===== src/rtl/a2d_intf_if.sv =====
// Request/result and SPI pin bundle for a2d_intf.
// master = the SPI-master block itself; slave = sequencer plus A2D side.
interface a2d_intf_if;
   logic        strt_cnv;
   logic [2:0]  chnnl;
   logic        cnv_cmplt;
   logic [11:0] res;
   logic        SS_n;
   logic        SCLK;
   logic        MOSI;
   logic        MISO;

   modport master (
      input  strt_cnv, chnnl, MISO,
      output cnv_cmplt, res, SS_n, SCLK, MOSI
   );

   modport slave (
      output strt_cnv, chnnl, MISO,
      input  cnv_cmplt, res, SS_n, SCLK, MOSI
   );
endinterface


===== src/rtl/a2d_intf.sv =====
// SPI master for an ADC128S-style A2D: strt_cnv -> two 16-bit frames (SCLK = clk/32) -> res/cnv_cmplt 1044 clks later.
// strt_cnv while busy is ignored; define A2D_RES_INV_EN to report the inverted 12-bit reading.
module a2d_intf (
   input  logic       clk,
   input  logic       rst_n,
   a2d_intf_if.master bus
);

   typedef enum logic [1:0] {IDLE, FRM1, GAP, FRM2} state_t;

   localparam logic [4:0] DIV_LOAD = 5'b10111;
   localparam logic [4:0] DIV_RISE = 5'b01111;
   localparam logic [4:0] DIV_FALL = 5'b11111;

   state_t      r_state;
   state_t      w_nxt_state;
   logic [4:0]  r_div;
   logic [4:0]  r_bit_cnt;
   logic [15:0] r_shft;
   logic        r_sample;
   logic [2:0]  r_chnnl;
   logic        r_ss_n;
   logic        r_sclk;
   logic        r_cnv_cmplt;
   logic [11:0] r_res;

   logic        w_in_frm;
   logic        w_nxt_frm;
   logic        w_rise;
   logic        w_fall;
   logic        w_frm_done;
   logic        w_accept;
   logic        w_load_frm;
   logic        w_set_cmplt;
   logic [4:0]  w_div_nxt;
   logic [15:0] w_cmd;
   logic [11:0] w_rx;
   logic [11:0] w_res;

   assign w_in_frm  = (r_state == FRM1) || (r_state == FRM2);
   assign w_nxt_frm = (w_nxt_state == FRM1) || (w_nxt_state == FRM2);
   assign w_rise    = w_in_frm && (r_div == DIV_RISE);
   // A fall only shifts once a bit has been sampled, so the front-porch 11111 is skipped.
   assign w_fall     = w_in_frm && (r_div == DIV_FALL) && (r_bit_cnt != 5'd0);
   assign w_frm_done = w_fall && (r_bit_cnt == 5'd16);

   assign w_cmd     = w_accept ? {2'b00, bus.chnnl, 11'h000} : {2'b00, r_chnnl, 11'h000};
   assign w_div_nxt = w_load_frm ? DIV_LOAD : (w_in_frm ? r_div + 5'd1 : r_div);
   assign w_rx      = {r_shft[10:0], r_sample};

`ifdef A2D_RES_INV_EN
   assign w_res = ~w_rx;
`else
   assign w_res = w_rx;
`endif

   always_ff @(posedge clk or negedge rst_n) begin
      if (!rst_n) begin
         r_state <= IDLE;
      end else begin
         r_state <= w_nxt_state;
      end
   end

   always_comb begin
      w_nxt_state = r_state;
      w_accept    = 1'b0;
      w_load_frm  = 1'b0;
      w_set_cmplt = 1'b0;
      case (r_state)
         IDLE: begin
            if (bus.strt_cnv) begin
               w_nxt_state = FRM1;
               w_accept    = 1'b1;
               w_load_frm  = 1'b1;
            end
         end
         FRM1: begin
            if (w_frm_done) begin
               w_nxt_state = GAP;
            end
         end
         GAP: begin
            w_nxt_state = FRM2;
            w_load_frm  = 1'b1;
         end
         FRM2: begin
            if (w_frm_done) begin
               w_nxt_state = IDLE;
               w_set_cmplt = 1'b1;
            end
         end
         default: w_nxt_state = IDLE;
      endcase
   end

   // SCLK and SS_n come straight from flops so the pins never glitch on state decode.
   always_ff @(posedge clk or negedge rst_n) begin
      if (!rst_n) begin
         r_div       <= 5'd0;
         r_bit_cnt   <= 5'd0;
         r_shft      <= 16'h0000;
         r_sample    <= 1'b0;
         r_chnnl     <= 3'd0;
         r_ss_n      <= 1'b1;
         r_sclk      <= 1'b1;
         r_cnv_cmplt <= 1'b0;
         r_res       <= 12'h000;
      end else begin
         r_div  <= w_div_nxt;
         r_ss_n <= ~w_nxt_frm;
         r_sclk <= w_nxt_frm ? w_div_nxt[4] : 1'b1;
         if (w_accept) begin
            r_chnnl     <= bus.chnnl;
            r_cnv_cmplt <= 1'b0;
         end
         if (w_load_frm) begin
            r_shft    <= w_cmd;
            r_bit_cnt <= 5'd0;
         end else begin
            if (w_rise) begin
               r_sample  <= bus.MISO;
               r_bit_cnt <= r_bit_cnt + 5'd1;
            end
            if (w_fall) begin
               r_shft <= {r_shft[14:0], r_sample};
            end
         end
         if (w_set_cmplt) begin
            r_cnv_cmplt <= 1'b1;
            r_res       <= w_res;
         end
      end
   end

   assign bus.SS_n      = r_ss_n;
   assign bus.SCLK      = r_sclk;
   assign bus.MOSI      = r_shft[15];
   assign bus.cnv_cmplt = r_cnv_cmplt;
   assign bus.res       = r_res;

endmodule

===== src/flat_wrapper.sv =====
// flat-port wrapper written by rule: the top's interface ports become plain ports
module a2d_intf_flat 
  (clk, rst_n, bus_strt_cnv, bus_chnnl, bus_MISO, bus_cnv_cmplt, bus_res, bus_SS_n, bus_SCLK, bus_MOSI);
  a2d_intf_if bus_i ();
  input  logic clk;
  input  logic rst_n;
  input wire logic [$bits(bus_i.strt_cnv)-1:0] bus_strt_cnv;
  input wire logic [$bits(bus_i.chnnl)-1:0] bus_chnnl;
  input wire logic [$bits(bus_i.MISO)-1:0] bus_MISO;
  output wire logic [$bits(bus_i.cnv_cmplt)-1:0] bus_cnv_cmplt;
  output wire logic [$bits(bus_i.res)-1:0] bus_res;
  output wire logic [$bits(bus_i.SS_n)-1:0] bus_SS_n;
  output wire logic [$bits(bus_i.SCLK)-1:0] bus_SCLK;
  output wire logic [$bits(bus_i.MOSI)-1:0] bus_MOSI;
  assign bus_i.strt_cnv = bus_strt_cnv;
  assign bus_i.chnnl = bus_chnnl;
  assign bus_i.MISO = bus_MISO;
  assign bus_cnv_cmplt = bus_i.cnv_cmplt;
  assign bus_res = bus_i.res;
  assign bus_SS_n = bus_i.SS_n;
  assign bus_SCLK = bus_i.SCLK;
  assign bus_MOSI = bus_i.MOSI;
  a2d_intf u_core (.clk(clk), .rst_n(rst_n), .bus(bus_i));
endmodule

===== config.mk =====
export PLATFORM = sky130hd
export DESIGN_NAME = a2d_intf_flat
export DESIGN_NICKNAME = d
export VERILOG_FILES = /design/src/rtl/a2d_intf_if.sv /design/src/rtl/a2d_intf.sv /design/src/flat_wrapper.sv
export SDC_FILE = /design/constraint.sdc
export NUM_CORES = 1
export LEC_CHECK = 0
export CAP_MARGIN = 0
export CORE_MARGIN = 1.5
export CORE_UTILIZATION = 35
export CTS_CLUSTER_SIZE = 16
export DETAILED_ROUTE_END_ITERATION = 8
export PLACE_DENSITY_LB_ADDON = 0.3
export SYNTH_ARGS = -nofsm -noshare
export SYNTH_HDL_FRONTEND = slang
export SYNTH_SLANG_ARGS = --single-unit

===== constraint.sdc =====
create_clock -name clk -period 2.3 [get_ports clk]
set_input_delay 0.345 -clock clk [delete_from_list [all_inputs] [get_ports clk]]
set_output_delay 0.345 -clock clk [all_outputs]
set_load 0.02 [all_outputs]

==> flow_summary.json, run 1 <==
{
  "fin_skew_ns": 0.00837,
  "cp_cell_sequence": "ha_1 > and3_1 > ha_1 > and2_1 > nand4_4 > mux2_2",
  "initialDrtViolationCount": 113,
  "max-clock-path-buffers": 2,
  "cts_resized": 0,
  "critPathSlowestCell": "dfrtp_1",
  "grtUsageMet1": 0.186,
  "syn-num-nets": 194,
  "die_w_um": 82.0,
  "period_minus_slack_ns": 1.96,
  "wire_per_inst_um": 14.2,
  "die_h_um": 82.0,
  "total_power_mw": 2.54,
  "core_um2": 5990,
  "cts_hold_buf": 0,
  "drv_slew": 0,
  "ys_ff_latch": 47,
  "p_leak_nw": 1.12,
  "hold_viol": 0,
  "worst_setup_path_end_kind": "flip-flop",
  "power_density_nw_per_um2": 1010,
  "vias": 1423,
  "io_pins": 23,
  "grt_max_degree": 48,
  "vias_per_cell": 5.10,
  "critPathTopFamily": "simple AND/OR/NAND/NOR gates",
  "firstDrtPassIters": 4,
  "outcome": "completed",
  "gp_congestion": 0.702,
  "initial_core_util": 0.365,
  "final_layout_size_suffix_gt1_frac": 0.225,
  "setup-violations-final": 0,
  "ant_nets": 0,
  "final_common_cell": "dfrtp_1",
  "gr-usage-all-layers": 0.136,
  "rows": 28,
  "grt_pass1_wl_um": 6930,
  "syn_area_per_cell_um2": 12.0,
  "synthCells": 182,
  "irDropWorstVdd_uv": 568,
  "hpwl_um": 2630,
  "postCtsSetupBuffers": 0,
  "r2r_cells": 6,
  "area.growth.synth_to_final_pct": 15.8,
  "yosysWarningCount": 0,
  "r2r_end": "u_core.bus.res[0]$_DFFE_PN0P_",
  "drt-total-wl_um": 3970,
  "cp_data_required_time_ns": 2.49,
  "placement.io_buffers": 22,
  "drc_errors": 0,
  "tns_ns": 0,
  "critPathMaxStageDelay_ns": 0.42,
  "clkLatencyLatePin_ns": 0.30,
  "grt_antenna_before_repair": 0,
  "min_path_type": "in2async",
  "synth_edf_count": 0,
  "critPathArrivalTime_ns": 2.15,
  "cts_buffers": 5,
  "r2r_start": "u_core.r_div[0]$_DFFE_PN0P_",
  "cts.sinks": 47,
  "overflow": 0,
  "clkTransAtPathRegs_ns": 0.09,
  "synthDistinctLibCells": 35,
  "critPathMaxFanout": 12,
  "fin_util": 0.423,
  "worst_pin_slew_ns": 0.585,
  "ys.flop_type": "dfrtp_1",
  "yosysTopAreaCellShare": 0.515,
  "rrSetupSlack_ns": 0.34,
  "yosys-top-cells-area": "dfrtp_1 52%, mux2_4 6.9%, a21oi_1 4.8%",
  "max_slew_margin": 0.610,
  "cts-root-buf": "clkbuf_8",
  "max_freq_mhz": 511,
  "rsz0062_at_grt": "no",
  "syn_area_um2": 2190,
  "cts-htree-levels": 2,
  "grt.busiest_layer": "met2",
  "fill_cells": 555,
  "ys_async_sr_fraction": 1.00,
  "die_area_um2": 6730,
  "synth-seq-area-share": 0.539,
  "tritoncts": "done",
  "use_met2": 0.208,
  "antennaDiodeCount": 0,
  "grt_pass1_vias": 1397,
  "use_met3": 0.0300,
  "cp_num_buf_inv": 0,
  "cp-start-kind": "flip-flop",
  "synth_area_leader_cell": "dfrtp_1",
  "final_cell_mix": "45 x dfrtp_1, 21 x a21oi_1, 21 x clkdlybuf4s50_1",
  "nNetsFinal": 216,
  "critPathKind": "reg2reg",
  "cp_common_cell": "ha_1",
  "fin_crit_sh": 0.851,
  "drv_cap": 0
}
==> area by class of cell <==
| class | instances | area (um^2) | share of cell area |
|---|---|---|---|
| well taps | 75 | 93.8 | 0.0371 |
| flip-flops and latches | 47 | 1180 | 0.466 |
| clock inverters | 1 | 5.00 | 0.00198 |
| repair buffers | 27 | 253 | 0.0999 |
| inverters | 5 | 18.8 | 0.00741 |
| clock buffers | 6 | 82.6 | 0.0326 |
| multi-input cells | 118 | 900 | 0.355 |
==> cells by family (layout without fill, tap and decap cells) <==
logic type                 count (synthesis)  in the layout  share of synthesized area
muxes                                     16             16                     0.0996
buffers and inverters                     17             39                     0.0492
AOI/OAI and AO/OA                         49             49                      0.122
adders and majority gates                  5              5                     0.0286
xor gates and xnor gates                   3              3                     0.0120
and+or+nand+nor                           45             45                      0.149
DFF                                       47             47                      0.539
==> power by group <==
part	total [mW]	switching [mW]	leakage, nW	internal [mW]
clock network	0.505	0.269	0.0470	0.236
registers	1.30	0.221	0.604	1.08
logic	0.740	0.409	0.467	0.331
==> cells in the mapped netlist, types with 2 or more instances <==
library cell  instances
dfrtp_1              45
a21oi_1              21
o21ai_0              19
mux2_4               10
nand3_1              10
nand3_2              10
mux2_2                6
clkbuf_1              5
ha_1                  5
inv_1                 5
nand2_1               5
nor2_1                5
a2bb2oi_1             3
a31oi_1               3
and2_1                3
buf_4                 3
and3_1                2
buf_6                 2
dfstp_2               2
or3_1                 2
xnor2_1               2
==> worst max path at each step <==
stage,start,cells past startpoint,endpoint
detailed placement,u_core.r_div[0]$_DFFE_PN0P_,6,u_core.bus.res[11]$_DFFE_PN0P_
finish,u_core.r_div[0]$_DFFE_PN0P_,6,u_core.bus.res[0]$_DFFE_PN0P_
CTS,u_core.r_div[0]$_DFFE_PN0P_,6,u_core.bus.res[11]$_DFFE_PN0P_
global placement,u_core.r_div[0]$_DFFE_PN0P_,6,u_core.bus.res[0]$_DFFE_PN0P_
global route,u_core.r_div[0]$_DFFE_PN0P_,7,u_core.r_state[0]$_DFF_PN0_
floorplan,u_core.r_div[0]$_DFFE_PN0P_,8,u_core.bus.res[10]$_DFFE_PN0P_
==> state kept, by name, summed over array words and instances (netlist names) <==
signal	cells
u_core.r_shft	16
u_core.bus.res	12
u_core.r_bit_cnt	5
u_core.r_div	5
u_core.r_chnnl	3
u_core.r_state	2
u_core.bus.SCLK	1
u_core.bus.SS_n	1
u_core.bus.cnv_cmplt	1
u_core.r_sample	1
==> through the flow <==
step,instances,cell area (um^2),worst slack [ns],hold slack [ns]
floorplan,182,2190,0.339,0.0494
global placement,272,2440,0.376,0.477
detailed placement,272,2440,0.342,0.481
CTS,279,2530,0.334,0.150
global route,279,2530,0.142,0.183
finish,279,2530,0.343,0.129
==> metal layers <==
layer	wire length, um	vias to the layer above
li1	-	693
met1	1970	696
met2	1800	26
met3	127	8
met4	70	0
met5	0	-
Power figures use the tool's default switching activity.
==> run 2, diff against run 1 <==
--- a/config.mk
+++ b/config.mk
@@ -6,8 +6,11 @@
 export NUM_CORES = 1
 export LEC_CHECK = 0
 export CAP_MARGIN = 0
+export CELL_PAD_IN_SITES_DETAIL_PLACEMENT = 0
+export CELL_PAD_IN_SITES_GLOBAL_PLACEMENT = 1
 export CORE_MARGIN = 1.5
 export CORE_UTILIZATION = 35
+export CTS_CLUSTER_DIAMETER = 60
 export CTS_CLUSTER_SIZE = 16
 export DETAILED_ROUTE_END_ITERATION = 8
 export PLACE_DENSITY_LB_ADDON = 0.3
==> run 2 against run 1 <==
  * Setup slack got worse by 0.027 ns
  * Die area is the same
  * Largest cell class unchanged
  * Core utilization grew 0.63 points
  * Register-to-register slack worse by 0.03 ns
  * Critical endpoint unchanged
  * Clock-buffer cell count is the same
  * First-iteration DRC count decreased by 14%
  * Via count is 2.3% lower
==> flow_summary.json, run 2 (synthesis results as in run 1) <==
{
  "critPathArrivalTime_ns": 2.16,
  "setup-violations-final": 0,
  "placement.io_buffers": 22,
  "fin_skew_ns": 0.00783,
  "initialDrtViolationCount": 97,
  "intPower_mw": 1.76,
  "hold_viol": 0,
  "grt_max_degree": 40,
  "worst_pin_slew_ns": 0.852,
  "min_path_type": "in2async",
  "use_met2": 0.220,
  "die_h_um": 82.0,
  "gr-usage-all-layers": 0.138,
  "rows": 28,
  "final_common_cell": "dfrtp_1",
  "cts-root-buf": "clkbuf_8",
  "fin_crit_sh": 0.863,
  "final_layout_size_suffix_gt1_frac": 0.233,
  "final_cell_mix": "45 x dfrtp_1, 21 x a21oi_1, 21 x clkdlybuf4s50_1",
  "cts_hold_buf": 0,
  "power_density_nw_per_um2": 1040,
  "antennaDiodeCount": 0,
  "cts_resized": 0,
  "comb_power_share": 0.277,
  "cp-start-kind": "flip-flop",
  "io_pins": 23,
  "largest_reg_flops": 16,
  "p_leak_nw": 1.14,
  "tns_ns": 0,
  "wire_per_inst_um": 14.2,
  "cts-htree-levels": 2,
  "max-clock-path-buffers": 2,
  "firstDrtPassIters": 4,
  "regMostFlops": "u_core.r_shft",
  "overflow": 0,
  "postCtsSetupBuffers": 0,
  "drv_cap": 0,
  "grt_antenna_before_repair": 0,
  "switching_power_mw": 0.899,
  "initial_core_util": 0.365,
  "critPathMaxFanout": 12,
  "cp_data_required_time_ns": 2.48,
  "outcome": "completed",
  "max_freq_mhz": 504,
  "die_w_um": 82.0,
  "tritoncts": "done",
  "drv_slew": 0,
  "vias": 1390,
  "rrSetupSlack_ns": 0.32,
  "die_area_um2": 6730,
  "clockPowerShare": 0.235,
  "gp_congestion": 0.716,
  "clkLatencyLatePin_ns": 0.30,
  "grt_pass1_vias": 1427,
  "multi_input_area_um2": 900,
  "area.growth.synth_to_final_pct": 17.5,
  "use_met3": 0.0367,
  "grt.busiest_layer": "met2",
  "rsz0062_at_grt": "no",
  "drc_errors": 0,
  "p_seq_frac": 0.488,
  "total_power_mw": 2.66,
  "worst_setup_path_end_kind": "flip-flop",
  "drt-total-wl_um": 3990,
  "cts.sinks": 47,
  "ant_nets": 0,
  "whs_ns": 0.146,
  "core_um2": 5990,
  "nNetsFinal": 217,
  "max_slew_margin": 0.432,
  "grtUsageMet1": 0.180,
  "period_minus_slack_ns": 1.98,
  "hpwl_um": 2670,
  "grt_pass1_wl_um": 6960,
  "irDropWorstVdd_uv": 440,
  "switching_share": 0.338,
  "critPathKind": "reg2reg",
  "vias_per_cell": 4.95,
  "cts_buffers": 5,
  "clkTransAtPathRegs_ns": 0.09,
  "fill_cells": 552,
  "register_area_um2": 1180
}
## run 2: cell types whose count changed in the layout (fill, tap and decap cells not counted), sizes merged
| cell | before | now |
|---|---|---|
| bufinv | 0 | 1 |
| buf | 6 | 7 |
## run 2: worst paths after layout
check                                            start                             to  depth (start not counted)
max reg2reg                u_core.r_div[0]$_DFFE_PN0P_  u_core.bus.res[0]$_DFFE_PN0P_                          6
max in group asynchronous                        rst_n  u_core.bus.res[0]$_DFFE_PN0P_                          2
min                                              rst_n  u_core.bus.res[7]$_DFFE_PN0P_                          1
min reg2reg                u_core.r_div[3]$_DFFE_PN0P_    u_core.r_div[3]$_DFFE_PN0P_                          1
min in group clk           u_core.r_div[3]$_DFFE_PN0P_    u_core.r_div[3]$_DFFE_PN0P_                          1
max                        u_core.r_div[0]$_DFFE_PN0P_  u_core.bus.res[0]$_DFFE_PN0P_                          6
## run 2: routing by layer
metal / vias up / wire length (um)
met5: - / 0
met4: 0 / 42
li1: 695 / -
met3: 5 / 105
met2: 18 / 1860
met1: 672 / 1980
## run 2: critical path, stage by stage (launching register included)
cell and delay, ns:
dfrtp_1 0.41, ha_1 0.23, and3_1 0.20, ha_1 0.19
and2_1 0.19, nand4_4 0.26, mux2_2 0.37
## run 2: metrics by stage
stage | std cells | area, um^2 | worst slack [ns] | utilization
after floorplan | 182 | 2190 | 0.339 | -
after global placement | 273 | 2450 | 0.358 | 0.409
after detailed placement | 273 | 2450 | 0.326 | 0.409
after CTS | 281 | 2570 | 0.308 | 0.429
after global routing | 281 | 2570 | 0.115 | 0.429
final | 281 | 2570 | 0.316 | 0.429
## run 2: power by group through the flow
stage / sequential, mW / combinational (mW) / clock [mW]
floorplan: 1.26 / 0.624 / 0
global placement: 1.31 / 0.738 / 0
CTS: 1.30 / 0.751 / 0.647
global route: 1.34 / 0.853 / 0.676
detailed placement: 1.32 / 0.744 / 0
finish: 1.30 / 0.736 / 0.625
## run 2: layout make-up
type | instances | area share
flip-flops and latches | 47 | 0.459
clock buffers | 6 | 0.0321
multi-input cells | 118 | 0.350
repair buffers | 28 | 0.101
well taps | 75 | 0.0365
inverters | 5 | 0.00731
clock inverters | 2 | 0.0136
